### src/rtl/hamming_decode_ctrl.sv
// -----------------------------------------------------------------------------
// hamming_decode_ctrl
// Shares one Hamming(7,4) syndrome-decode/correct datapath between two
// requesters. Requesters are granted round-robin, one codeword is in flight at
// a time, and the decoded nibble is returned on a valid/ready output tagged
// with the requester that sent it. A saturating counter tracks corrected words.
//
// Ports
//   clk, rst                 clock (rising edge), async active-high reset
//   req0_valid/ready/code    requester 0 codeword handshake (7-bit code)
//   req1_valid/ready/code    requester 1 codeword handshake (7-bit code)
//   out_valid/ready          decoded result handshake
//   out_data                 decoded nibble {c[6],c[5],c[4],c[2]}
//   out_src                  0 = requester 0, 1 = requester 1
//   out_corr                 1 = a single-bit error was corrected
//   clr_cnt                  synchronous clear of the counters (wins over +1)
//   cnt_corr                 saturating corrected-word count
//   cnt_drop                 saturating dropped-word count (HAM_STRICT_EN only)
//
// Build option
//   HAM_STRICT_EN  when defined, words with a nonzero syndrome are dropped
//                  instead of corrected: they are counted in cnt_drop and never
//                  reach the output; cnt_corr and out_corr stay 0.
// -----------------------------------------------------------------------------
module hamming_decode_ctrl #(
   parameter int CNT_W = 16
) (
   input  logic             clk,
   input  logic             rst,
   input  logic             req0_valid,
   output logic             req0_ready,
   input  logic [6:0]       req0_code,
   input  logic             req1_valid,
   output logic             req1_ready,
   input  logic [6:0]       req1_code,
   output logic             out_valid,
   input  logic             out_ready,
   output logic [3:0]       out_data,
   output logic             out_src,
   output logic             out_corr,
   input  logic             clr_cnt,
   output logic [CNT_W-1:0] cnt_corr
`ifdef HAM_STRICT_EN
   ,
   output logic [CNT_W-1:0] cnt_drop
`endif
);

   typedef enum logic [1:0] {
      ST_IDLE = 2'd0,
      ST_SYND = 2'd1,
      ST_CORR = 2'd2,
      ST_OUT  = 2'd3
   } state_t;

   localparam logic [CNT_W-1:0] CNT_MAX  = {CNT_W{1'b1}};
   localparam logic [CNT_W-1:0] CNT_ZERO = {CNT_W{1'b0}};
   localparam logic [CNT_W-1:0] CNT_ONE  = {{(CNT_W-1){1'b0}}, 1'b1};

   // Syndrome {s4,s2,s1}; the value names the 1-based position of a single error.
   function automatic logic [2:0] ham_syndrome(input logic [6:0] c);
      ham_syndrome = {c[3] ^ c[4] ^ c[5] ^ c[6],
                      c[1] ^ c[2] ^ c[5] ^ c[6],
                      c[0] ^ c[2] ^ c[4] ^ c[6]};
   endfunction

   // Flip the bit the syndrome points at; a zero syndrome leaves the word alone.
   function automatic logic [6:0] ham_correct(input logic [6:0] c, input logic [2:0] s);
      logic [6:0] flip;
      if (s != 3'd0) begin
         flip = 7'd1 << (s - 3'd1);
      end else begin
         flip = 7'd0;
      end
      ham_correct = c ^ flip;
   endfunction

   function automatic logic [3:0] ham_data(input logic [6:0] c);
      ham_data = {c[6], c[5], c[4], c[2]};
   endfunction

   state_t           state_q, state_d;
   logic             last_q, last_d;          // last granted requester
   logic [6:0]       code_q, code_d;
   logic             src_q, src_d;
   logic [2:0]       synd_q, synd_d;
   logic             out_valid_q, out_valid_d;
   logic [3:0]       out_data_q, out_data_d;
   logic             out_src_q, out_src_d;
   logic             out_corr_q, out_corr_d;
   logic [CNT_W-1:0] cnt_corr_q, cnt_corr_d;
   logic             grant_any_s;
   logic             grant_sel_s;
   logic             incr_corr_s;
`ifdef HAM_STRICT_EN
   logic [CNT_W-1:0] cnt_drop_q, cnt_drop_d;
   logic             incr_drop_s;
`endif

   // Round-robin arbitration; ready is only ever offered in IDLE.
   always_comb begin
      grant_any_s = 1'b0;
      grant_sel_s = 1'b0;
      if (state_q == ST_IDLE) begin
         if (req0_valid && req1_valid) begin
            grant_any_s = 1'b1;
            grant_sel_s = ~last_q;
         end else if (req0_valid) begin
            grant_any_s = 1'b1;
            grant_sel_s = 1'b0;
         end else if (req1_valid) begin
            grant_any_s = 1'b1;
            grant_sel_s = 1'b1;
         end else begin
            grant_any_s = 1'b0;
            grant_sel_s = 1'b0;
         end
      end else begin
         grant_any_s = 1'b0;
         grant_sel_s = 1'b0;
      end
      req0_ready = grant_any_s & ~grant_sel_s;
      req1_ready = grant_any_s &  grant_sel_s;
   end

   // Next-state and datapath-register logic.
   always_comb begin
      state_d     = state_q;
      last_d      = last_q;
      code_d      = code_q;
      src_d       = src_q;
      synd_d      = synd_q;
      out_data_d  = out_data_q;
      out_src_d   = out_src_q;
      out_corr_d  = out_corr_q;
      incr_corr_s = 1'b0;
`ifdef HAM_STRICT_EN
      incr_drop_s = 1'b0;
`endif
      case (state_q)
         ST_IDLE: begin
            if (grant_any_s) begin
               code_d  = grant_sel_s ? req1_code : req0_code;
               src_d   = grant_sel_s;
               last_d  = grant_sel_s;
               state_d = ST_SYND;
            end else begin
               state_d = ST_IDLE;
            end
         end
         ST_SYND: begin
            synd_d  = ham_syndrome(code_q);
            state_d = ST_CORR;
         end
         ST_CORR: begin
`ifdef HAM_STRICT_EN
            if (synd_q != 3'd0) begin
               incr_drop_s = 1'b1;
               state_d     = ST_IDLE;
            end else begin
               out_data_d = ham_data(code_q);
               out_src_d  = src_q;
               out_corr_d = 1'b0;
               state_d    = ST_OUT;
            end
`else
            out_data_d  = ham_data(ham_correct(code_q, synd_q));
            out_src_d   = src_q;
            out_corr_d  = (synd_q != 3'd0);
            incr_corr_s = (synd_q != 3'd0);
            state_d     = ST_OUT;
`endif
         end
         ST_OUT: begin
            if (out_ready) begin
               state_d = ST_IDLE;
            end else begin
               state_d = ST_OUT;
            end
         end
         default: begin
            state_d = ST_IDLE;
         end
      endcase
      out_valid_d = (state_d == ST_OUT);
   end

   // Saturating corrected-word counter; clear beats increment.
   always_comb begin
      cnt_corr_d = cnt_corr_q;
      if (clr_cnt) begin
         cnt_corr_d = CNT_ZERO;
      end else if (incr_corr_s && (cnt_corr_q != CNT_MAX)) begin
         cnt_corr_d = cnt_corr_q + CNT_ONE;
      end else begin
         cnt_corr_d = cnt_corr_q;
      end
   end

`ifdef HAM_STRICT_EN
   // Saturating dropped-word counter; clear beats increment.
   always_comb begin
      cnt_drop_d = cnt_drop_q;
      if (clr_cnt) begin
         cnt_drop_d = CNT_ZERO;
      end else if (incr_drop_s && (cnt_drop_q != CNT_MAX)) begin
         cnt_drop_d = cnt_drop_q + CNT_ONE;
      end else begin
         cnt_drop_d = cnt_drop_q;
      end
   end

   // Dropped-word counter register.
   always_ff @(posedge clk or posedge rst) begin
      if (rst) begin
         cnt_drop_q <= CNT_ZERO;
      end else begin
         cnt_drop_q <= cnt_drop_d;
      end
   end

   assign cnt_drop = cnt_drop_q;
`endif

   // State, datapath and output registers; reset discards any in-flight word.
   always_ff @(posedge clk or posedge rst) begin
      if (rst) begin
         state_q     <= ST_IDLE;
         last_q      <= 1'b1;
         code_q      <= 7'd0;
         src_q       <= 1'b0;
         synd_q      <= 3'd0;
         out_valid_q <= 1'b0;
         out_data_q  <= 4'd0;
         out_src_q   <= 1'b0;
         out_corr_q  <= 1'b0;
         cnt_corr_q  <= CNT_ZERO;
      end else begin
         state_q     <= state_d;
         last_q      <= last_d;
         code_q      <= code_d;
         src_q       <= src_d;
         synd_q      <= synd_d;
         out_valid_q <= out_valid_d;
         out_data_q  <= out_data_d;
         out_src_q   <= out_src_d;
         out_corr_q  <= out_corr_d;
         cnt_corr_q  <= cnt_corr_d;
      end
   end

   assign out_valid = out_valid_q;
   assign out_data  = out_data_q;
   assign out_src   = out_src_q;
   assign out_corr  = out_corr_q;
   assign cnt_corr  = cnt_corr_q;

endmodule
### config.mk
export PLATFORM = sky130hd
export DESIGN_NAME = hamming_decode_ctrl
export DESIGN_NICKNAME = d
export VERILOG_FILES = /design/src/rtl/hamming_decode_ctrl.sv
export SDC_FILE = /design/constraint.sdc
export NUM_CORES = 1
export LEC_CHECK = 0
export CORE_MARGIN = 8
export CORE_UTILIZATION = 45
export CTS_BUF_LIST = sky130_fd_sc_hd__clkbuf_8
export DETAILED_ROUTE_END_ITERATION = 10
export PLACE_DENSITY = 0.88
export SLEW_MARGIN = 25
export SYNTH_ARGS = -nofsm -noshare
export SYNTH_HDL_FRONTEND = slang
export SYNTH_SLANG_ARGS = --single-unit
### constraint.sdc
create_clock -name clk -period 2.5 [get_ports clk]
set_input_delay 0.5 -clock clk [delete_from_list [all_inputs] [get_ports clk]]
set_output_delay 0.5 -clock clk [all_outputs]
set_load 0.02 [all_outputs]
==> results.md <==
* Layout cell share with drive strength beyond 1 at 0.09717
* Sw Pwr at 851.3 µW
* Largest net degree at the start of global routing at 38
* Core ar. at 4029 µm²
* Setup TNS at 0 ns
* Port Buffers at 44
* Worst Hold Endpoint: synd_q[2]$_DFFE_PP0N_
* Cell Area, Synth at 1909 µm²
* Outcome: finished clean
* Vias in the first global route at 1559
* Relative slew slack at 0.5375
* Hold Crit Class: reg2reg
* Root buf cell: clkbuf_8
* Synth top cells by count: dfrtp_1 (36), nand2_1 (19), o21ai_0 (19)
* Sequential cell area at 927.1 µm²
* RR Endpoint: cnt_corr[13]$_DFFE_PP0P_
* Hold_buf cts at 0
* Die height at 81.14 µm
* Total track usage at 0.1351
* Diode count at 0
* Gpl congestion at 0.8743
* Synth area leader: dfrtp_1
* Global-route wire length before repair at 7.141 mm
* Detailed Route WL at 4.170 mm
* Sequential Power Share at 0.403
* Critical path class: in2out
* Overall Power at 2.367 mW
* Routed len/inst at 14.04 µm
* Yosys top cell area share at 0.4718
* Setup slack, reg-to-reg at 0.17 ns
* Clock buffer count from CTS at 5
* Top post-synthesis cells by area: dfrtp_1 (47%), xnor2_1 (5.5%), o21ai_0 (5.0%), nand2_1 (3.7%), a22oi_1 (2.8%)
* Synth warn at 0
* Post-DP HPWL at 3.134 mm
* Crit path DAT at 1.86 ns
* Reg clk slew, reported paths at 0.07 ns
* Total global routing overflow at 0
* # fillers at 354
* CP required at 2.00 ns
* Layout Skew at 0.006821 ns
* Iteration-0 DRC count of the detailed router at 46
* Longest Clk Path Bufs at 2
* Cell total after placement at 290
* Final instance area at 2514 µm²
* Lkg Pwr at 1.082 nW
* Power per cell area at 941.7 nW/µm²
* Maximum fanout along the worst path at 2
* TritonCTS clock tree: built
* Post-DR vias/cell at 5.387
* Hold Startpoint: synd_q[2]$_DFFE_PP0N_
* CTS H-tree lvls at 2
* Final period utilization at 0.9445
* Die area at 6583 µm²
* Peak VDD IR at 0.0006934 V
* CTS Sinks at 37
* CP Capture Type: primary output
* Max cap viols at 0
* Count leader, synth: dfrtp_1
* Internal Pwr Total at 1.516 mW
* Area of the multi-input gates at 898.4 µm²
* Slew Viols, Final at 0
* EDFF count, synth at 0
* P&R area growth vs syn at 31.65%
* Residual DRC at 0
* Final Critical Period at 2.361 ns
* Initial Utilization at 0.4739
* Post-synth cell types at 41
* Clock Latency Late Sink at 0.28 ns
* Initial antenna violation count at 0
* Register area share after synthesis at 0.4856
* Die X at 81.14 µm
* Critical path launch point type: primary input
* Worst r2r src: synd_q[1]$_DFFE_PP0N_
* RSZ-0062 raised after global routing: no
* Final setup vio count at 0
* Slew of the pin with the lowest slew margin at 0.6884 ns
* Hold depth at 2
* DP Area at 2426 µm²
* Combinational share of power at 0.425
* Fmax at 0.4235 GHz
* Synth Flop Type: dfrtp_1
* Syn Nets at 219
* Row count at 23
* Post-Syn Instances at 197
* Clock power share at 0.172
* Io pins at 45
* Vias at 1600
* Async SR Flop Fraction at 1.000
* FF-to-FF path depth at 6
* Sw Share at 0.3596
* Layout Cells excl Fill at 297
* Drt pass-1 iters at 4
* Synthesized flop and latch total at 37
* Average size of a mapped cell at 9.692 µm²
* Nets at 269
* Detail Route Antenna Nets at 0
* Final Hold Viols at 0
power groups by stage:
stage          clock network, mW  logic [mW]  registers, mW
6_report                   0.408        1.01          0.954
5_1_grt                    0.437        1.14          0.986
4_1_cts                    0.416        1.02          0.956
3_5_place_dp                   0        1.02          0.965
3_3_place_gp                   0       0.993          0.957
2_1_floorplan                  0       0.645           1.01
worst max path at each step:
stage | start | endpoint | slack, ns | depth (start not counted)
after global routing | synd_q[0]$_DFFE_PP0N_ | cnt_corr[13]$_DFFE_PP0P_ | 0.02 | 6
final | req0_valid | req0_ready | 0.14 | 6
after global placement | req0_valid | req0_ready | -0.12 | 6
after detailed placement | req0_valid | req0_ready | -0.14 | 6
after floorplan | synd_q[1]$_DFFE_PP0N_ | cnt_corr[15]$_DFFE_PP0P_ | 0.15 | 8
after CTS | req0_valid | req1_ready | 0.07 | 5
cell families after synthesis:
family,Yosys count,synth area share
AO/OA/AOI/OAI,44,0.1396
adder cells (fa/ha/maj),2,0.01310
multiplexers,4,0.02293
flip-flops,37,0.4856
XOR/XNOR,13,0.05963
AND/OR/NAND/NOR,77,0.2353
buffers and inverters,20,0.04390
timing repair:
action / in CTS / in global routing
endpoints found under the hold margin: 0 / 0
endpoints found under the setup margin: 1 / 1
setup buffers: 0 / 0
resized for setup: 1 / 1
layer usage:
metal	part of all wire	track usage	up-vias
li1	-	-	806
met1	0.45	0.1640	754
met2	0.49	0.2294	36
met3	0.049	0.03422	4
met4	0.012	0.04286	0
met5	0	0	-
critical path, cell delays in order:
cell	delay, ns
clkdlybuf4s50_1	0.47
nand2_1	0.05
and3_1	0.16
or2_2	0.30
inv_1	0.05
dlygate4sd2_1	0.32
cell usage in the layout (no fill, tap or decap), types with 2 or more instances in the layout:
| cell | Yosys | layout |
|---|---|---|
| and4_1 | 2 | 2 |
| nand2_1 | 19 | 19 |
| clkbuf_8 | 0 | 6 |
| nor2_1 | 10 | 10 |
| and3_1 | 2 | 2 |
| clkdlybuf4s50_1 | 0 | 42 |
| inv_1 | 12 | 13 |
| or4_1 | 3 | 3 |
| mux2_2 | 3 | 3 |
| nand3_1 | 4 | 4 |
| o21ai_0 | 19 | 19 |
| dfrtp_1 | 36 | 36 |
| nand2b_1 | 3 | 3 |
| nor2b_1 | 2 | 2 |
| a21oi_1 | 9 | 9 |
| o31ai_1 | 4 | 4 |
| a21o_1 | 2 | 2 |
| buf_4 | 0 | 7 |
| a22oi_1 | 7 | 7 |
| xnor2_1 | 12 | 12 |
| ha_1 | 2 | 2 |
| or3_1 | 5 | 5 |
| nor4b_1 | 3 | 3 |
| nand4_1 | 6 | 6 |
| nor3_1 | 8 | 8 |
stage by stage:
stage / util / setup WS (ns) / hold slack (ns)
detailed placement: 0.6022 / -0.1361 / 0.4712
finish: 0.6239 / 0.1388 / 0.4811
global route: 0.6239 / 0.02002 / 0.5110
CTS: 0.6233 / 0.06516 / 0.4855
global placement: 0.6022 / -0.1231 / 0.4629
floorplan: - / 0.1538 / 0.4458
registers in the layout (all words and copies together), names as in the netlist:
register   cells
src_q          1
out_valid      1
last_q         1
out_src        1
out_corr       1
synd_q         3
code_q         7
state_q        2
cnt_corr      16
out_data       4
final cells by class:
cell class / count / share of cell area
Sequential cell: 37 / 0.3688
Multi-Input combinational cell: 140 / 0.3574
Timing Repair Buffer: 51 / 0.1966
Clock buffer: 6 / 0.03285
Tap cell: 50 / 0.02489
Inverter: 12 / 0.01792
Clock inverter: 1 / 0.001493
Note: power is estimated with default switching activity, not from simulation.
